[src/rtl/serial_sub.sv]
// Bit-serial subtractor: diff = a - b - bin, one bit per clock LSB first,
// using one full-subtractor cell and a borrow flop behind a start/busy/done handshake.
module serial_sub #(
  parameter int unsigned WIDTH = 8
) (
  input  logic             clk,
  input  logic             rst_n,
  input  logic             start,
  input  logic [WIDTH-1:0] a,
  input  logic [WIDTH-1:0] b,
  input  logic             bin,
  output logic             busy,
  output logic             done,
  output logic [WIDTH-1:0] diff,
  output logic             bout,
  output logic             ovf
);

  localparam int unsigned CW = (WIDTH > 1) ? $clog2(WIDTH) : 1;
  localparam logic [CW-1:0] LAST = CW'(WIDTH - 1);

  typedef enum logic [1:0] {IDLE, RUN, DONE} state_t;

  state_t           state_q, state_d;
  logic [WIDTH-1:0] a_sh_q, a_sh_d;
  logic [WIDTH-1:0] b_sh_q, b_sh_d;
  logic [WIDTH-1:0] pd_q, pd_d;
  logic [CW-1:0]    cnt_q, cnt_d;
  logic             br_q, br_d;
  logic [WIDTH-1:0] diff_q, diff_d;
  logic             bout_q, bout_d;
  logic             ovf_q, ovf_d;

  logic a0, b0, d_bit, br_nx;

  always_comb begin
    a0    = a_sh_q[0];
    b0    = b_sh_q[0];
    d_bit = a0 ^ b0 ^ br_q;
    br_nx = (~a0 & b0) | (~a0 & br_q) | (b0 & br_q);

    state_d = state_q;
    a_sh_d  = a_sh_q;
    b_sh_d  = b_sh_q;
    pd_d    = pd_q;
    cnt_d   = cnt_q;
    br_d    = br_q;
    diff_d  = diff_q;
    bout_d  = bout_q;
    ovf_d   = ovf_q;

    case (state_q)
      IDLE: begin
        if (start) begin
          a_sh_d  = a;
          b_sh_d  = b;
          br_d    = bin;
          cnt_d   = '0;
          state_d = RUN;
        end
      end
      RUN: begin
        pd_d   = {d_bit, pd_q[WIDTH-1:1]};
        a_sh_d = a_sh_q >> 1;
        b_sh_d = b_sh_q >> 1;
        br_d   = br_nx;
        cnt_d  = cnt_q + CW'(1);
        if (cnt_q == LAST) begin
          // On the MSB step br_q is the borrow into the MSB, so overflow is its XOR with borrow-out.
          diff_d  = {d_bit, pd_q[WIDTH-1:1]};
          bout_d  = br_nx;
          ovf_d   = br_q ^ br_nx;
          state_d = DONE;
        end
      end
      DONE:    state_d = IDLE;
      default: state_d = IDLE;
    endcase
  end

  always_ff @(posedge clk or negedge rst_n) begin
    if (!rst_n) begin
      state_q <= IDLE;
      a_sh_q  <= '0;
      b_sh_q  <= '0;
      pd_q    <= '0;
      cnt_q   <= '0;
      br_q    <= 1'b0;
      diff_q  <= '0;
      bout_q  <= 1'b0;
      ovf_q   <= 1'b0;
    end else begin
      state_q <= state_d;
      a_sh_q  <= a_sh_d;
      b_sh_q  <= b_sh_d;
      pd_q    <= pd_d;
      cnt_q   <= cnt_d;
      br_q    <= br_d;
      diff_q  <= diff_d;
      bout_q  <= bout_d;
      ovf_q   <= ovf_d;
    end
  end

  assign busy = (state_q == RUN);
  assign done = (state_q == DONE);
  assign diff = diff_q;
  assign bout = bout_q;
  assign ovf  = ovf_q;

endmodule

[config.mk]
export PLATFORM = sky130hd
export DESIGN_NAME = serial_sub
export DESIGN_NICKNAME = d
export VERILOG_FILES = /design/src/rtl/serial_sub.sv
export SDC_FILE = /design/constraint.sdc
export NUM_CORES = 1
export LEC_CHECK = 0
export BUFFER_PORTS_ARGS = -buffer_cell sky130_fd_sc_hd__buf_2
export CORE_ASPECT_RATIO = 1.2
export CORE_MARGIN = 2
export CORE_UTILIZATION = 60
export CTS_BUF_LIST = sky130_fd_sc_hd__clkbuf_8
export CTS_CLUSTER_DIAMETER = 60
export DETAILED_ROUTE_END_ITERATION = 7
export PLACE_DENSITY = 0.87
export RECOVER_POWER = 25
export SYNTH_ARGS = -nofsm -noshare
export SYNTH_HDL_FRONTEND = slang
export SYNTH_SLANG_ARGS = --single-unit
[constraint.sdc]
create_clock -name clk -period 2.5 [get_ports clk]
set_input_delay 0.5 -clock clk [delete_from_list [all_inputs] [get_ports clk]]
set_output_delay 0.5 -clock clk [all_outputs]
set_load 0.02 [all_outputs]
Yosys cells after proc, flatten, opt, wreduce, memory -nomap -nowiden
Index checks and enable logic that the tools add are counted.
{"block": "totals", "reg_bits": 40, "inputBits": 20, "out_inout_bits": 12, "word_cells": 40}
{"block": "op_classes", "add_sub_neg": 1, "n_eq_ne": 5, "mux": 11, "bitwise_logic": 9, "reduce_logical": 5}
{"op": "case mux 8 bit (2 select lines)", "n": 2}
{"op": "two-way mux 8 bit", "n": 2}
{"op": "case mux 3 bit (2 select lines)", "n": 1}
{"op": "AND reduction 2 bit", "n": 3}
{"op": "two-way mux 2 bit", "n": 2}
{"op": "case mux 2 bit (2 select lines)", "n": 1}
{"op": "adder 3 x 1 -> 3 bit (second input constant)", "n": 1}
{"op": "AND 1 bit", "n": 3}
{"op": "equality test 3 bit (second input constant)", "n": 1}
{"op": "two-way mux 3 bit", "n": 1}
{"op": "bitwise XOR 1 bit", "n": 3}
{"op": "equality test 2 x 1 -> 1 bit (second input constant)", "n": 1}
{"op": "equality test 2 bit (second input constant)", "n": 1}
{"op": "logical NOT 2 bit", "n": 1}
{"op": "inequality test 2 x 1 -> 1 bit (second input constant)", "n": 1}
{"op": "inequality test 2 bit (second input constant)", "n": 1}
{"op": "bitwise OR 1 bit", "n": 2}
{"op": "case mux 1 bit (2 select lines)", "n": 1}
{"op": "nonzero test 2 bit", "n": 1}
{"op": "two-way mux 1 bit", "n": 1}
{"op": "inverter 1 bit", "n": 1}

Depth between registers and ports, before layout
{"block": "logic_depth", "depth_word": 5, "mapped_depth": 5, "depth_no_buf": 4}

Worst setup path after synthesis
No wires, ideal clock.
{"block": "synth_timing", "path_kind": "reg-to-output", "startpoint": "register state_q[1]", "endpoint": "output done", "t_arrival_ns": 1.150, "required_time_ns": 2.000, "setup_slack_ns": 0.850, "path_stages_with_launch": 4, "cell_sequence": "dfrtp_1 buf_6 clkbuf_1 nor2b_1"}
{"block": "synth_between", "elab_chain_cells": 1}
{"element": "start: declaration", "line": "24", "text": "state_t state_q, state_d;"}
{"element": "start signal: assignment", "line": "93", "text": "state_q <= state_d;"}
{"element": "equality test 2 bit", "line": "106", "text": "assign done = (state_q == DONE);"}
{"element": "end: declaration", "line": "13", "text": "output logic done,"}
Every way passes these cells.

Worst setup path in the final report
{"block": "layout_timing", "startpoint": "register state_q[0]", "endpoint": "output busy"}
{"block": "layout_between", "elab_chain_cells": 1}
{"element": "equality test 2 x 1 -> 1 bit", "line": "105", "text": "assign busy = (state_q == RUN);"}
{"element": "end: declaration", "line": "12", "text": "output logic busy,"}
Every way passes these cells.

==> results_dict.tcl <==
set metrics [dict create \
    cts_tree "done" \
    cts_max_level 2 \
    layout.nets 194 \
    finalCritPeriodShare_pct 82.74 \
    arrival_ns 1.57 \
    synth_area_mm2 0.001832 \
    layout_common_cells "dfrtp_1, buf_2, mux2_2" \
    status "finished, violations left" \
    yosysTopAreaCellShare_pct 53.28 \
    finClkSkew_ns 0.004598 \
    cts_hold_buf 0 \
    setup_viol 0 \
    setup_tns_ns 0 \
    peakVddDrop_uv 876.2 \
    place_ws_ns 0.7321 \
    core_area_mm2 0.002864 \
    end_kind "primary output" \
    finalMaxSlewViolations 40 \
    final_common_cell "dfrtp_1" \
    place.port_buffers 31 \
    hold_class "flop to flop" \
    syn_area_per_cell_um2 12.99 \
    grt_max_degree 40 \
    crit_fanout 20 \
    grt_pass1_wl_um 5858 \
    yosysTopAreaCell "dfrtp_1" \
    maxCapViolations 1 \
    dp_hpwl_um 2340 \
    die_area_mm2 0.003513 \
    crit_type "flop to primary output" \
    fin_ws_ns 0.4315 \
    hold_violations 0 \
    antenna_found_initial 0 \
    synthTopCellsByArea "dfrtp_1, mux2_2, nor3b_1, nor4b_1, a211oi_1" \
    viasPerCell 6.024 \
    post-cts-setup-buffers 0 \
    stdcell_count 206 \
    synthCells 141 \
    numCtsBuffers 5 \
    clk_pin_slew_worst_paths_ns 0.07 \
    synth_nets 164 \
    synth-warning-count 0 \
    slew_headroom_pct -35.41 \
    place_congestion 0.7046 \
    drive_gt1_share_pct 37.79 \
    clk_path_buf_depth 2 \
    rows 21 \
    dp.cells 198 \
    routedWlPerCell_um 16.83 \
    drc 0 \
    final_util_pct 73.05 \
    num_vias 1241 \
    dr.pass1.iters 4 \
    whs_path_depth 1 \
    overflow 0 \
    finalCriticalPeriod_ns 2.068 \
    cts-root-buf "clkbuf_8" \
    crit_required_ns 2.00 \
    finalWirelength_um 3467 \
    clkLatencyLatePin_ns 0.30 \
    max_freq_ghz 0.4835 \
    failed_checks "capacitance limit, slew limit" \
    reg2regPathDepth 2 \
    seq_area_frac_synth_pct 53.28 \
    antenna_cells 0 \
    p_leak_uw 0.0009901 \
    grt_setup_unrepaired "false" \
    tightest_slew_ns 2.031 \
    grt_pass1_vias 1232 \
    grt.total_usage_pct 23.48 \
    synth-seq-cells 39 \
    start_util_pct 63.96 \
    drt_iter0_markers 17 \
    power_density_mw_per_mm2 1317 \
    syn2layout_area_growth_pct 14.21 \
    die_h_um 64.53 \
    startpoint_type "flop" \
    io_pins 32 \
    fp.dieW_um 54.44 \
    timing.hold.ws_ns 0.4659 \
    ant_nets 0 \
    numClockSinks 39 \
    ctsResizeCount 0 \
    synth_cell_types 27 \
]
-- layer usage --
layer | wire length, um | part of all wire [%] | global-route usage (%)
met5 | 0 | 0 | 0
met4 | 89 | 2.6 | 10.31
met3 | 163 | 4.7 | 6.221
met1 | 1474 | 43 | 30.63
met2 | 1740 | 50 | 36.14
-- stage by stage --
step	area, um2	total power (uW)
2_1_floorplan	1832	1955
3_3_place_gp	1976	2144
3_5_place_dp	1976	2223
4_1_cts	2093	2773
5_1_grt	2092	2946
6_report	2092	2755
-- flip-flops by register name, summed over array words and instances, names as in the netlist --
register and cells:
a_sh_q 8, b_sh_q 8, diff 8, pd_q 7
cnt_q 3, state_q 2, bout 1, br_q 1
ovf 1
-- Yosys cell counts --
library cell / number
o21bai_1: 1
o221a_2: 6
a21oi_1: 1
fa_1: 1
buf_6: 4
nor3b_1: 11
and4bb_2: 1
nor4bb_1: 1
mux2i_1: 3
a211o_1: 2
a22o_1: 2
or4b_1: 6
xor2_1: 1
nor2b_1: 1
nand3b_1: 1
nand2b_1: 2
clkbuf_1: 3
buf_2: 4
ha_1: 2
buf_4: 1
a211oi_1: 9
inv_1: 13
or2b_1: 1
o21ba_2: 1
dfrtp_1: 39
mux2_2: 15
nor4b_1: 9
-- where the power goes --
part | internal [uW] | switching (uW)
Sequential | 938 | 217
Combinational | 533 | 516
Clock | 323 | 227
Total | 1790 | 960
-- worst max-delay path: stages (launching register included) --
cell,delay (ns)
dfrtp_1,0.69
nand2b_1,0.10
buf_4,0.21
inv_1,0.10
buf_2,0.17
-- area by class of cell --
class / instances / area (um2)
flip-flops and latches: 39 / 975.9
fillers: 196 / 772.0
multi-input cells: 77 / 723.2
repair buffers: 35 / 183.9
clock buffers: 6 / 82.58
inverters: 13 / 48.80
well taps: 34 / 42.54
clock inverters: 2 / 35.03
-- path summary, 6_finish.rpt --
path | start | endpoint | slack [ns]
max | state_q[0]$_DFFE_PN0P_ | busy | 0.43
min | state_q[1]$_DFFE_PN0P_ | state_q[0]$_DFFE_PN0P_ | 0.47
max reg2reg | state_q[0]$_DFFE_PN0P_ | diff[6]$_DFFE_PN0P_ | 0.73
min reg2reg | state_q[1]$_DFFE_PN0P_ | state_q[0]$_DFFE_PN0P_ | 0.47
max in group asynchronous | rst_n | b_sh_q[4]$_DFFE_PN0P_ | 0.56
min in group asynchronous | rst_n | diff[4]$_DFFE_PN0P_ | 0.77
-- kinds of logic (layout without fill, tap and decap cells) --
| family | Yosys count | count (layout) | share of synthesized area [%] |
|---|---|---|---|
| DFF | 39 | 39 | 53.28 |
| and+or+nand+nor | 33 | 33 | 15.16 |
| buffers and inverters | 25 | 56 | 7.241 |
| AOI/OAI and AO/OA | 22 | 22 | 10.52 |
| muxes | 18 | 18 | 10.86 |
| adders and majority gates | 3 | 3 | 2.459 |
| xor gates and xnor gates | 1 | 1 | 0.4782 |
Power figures use the tool's default switching activity.
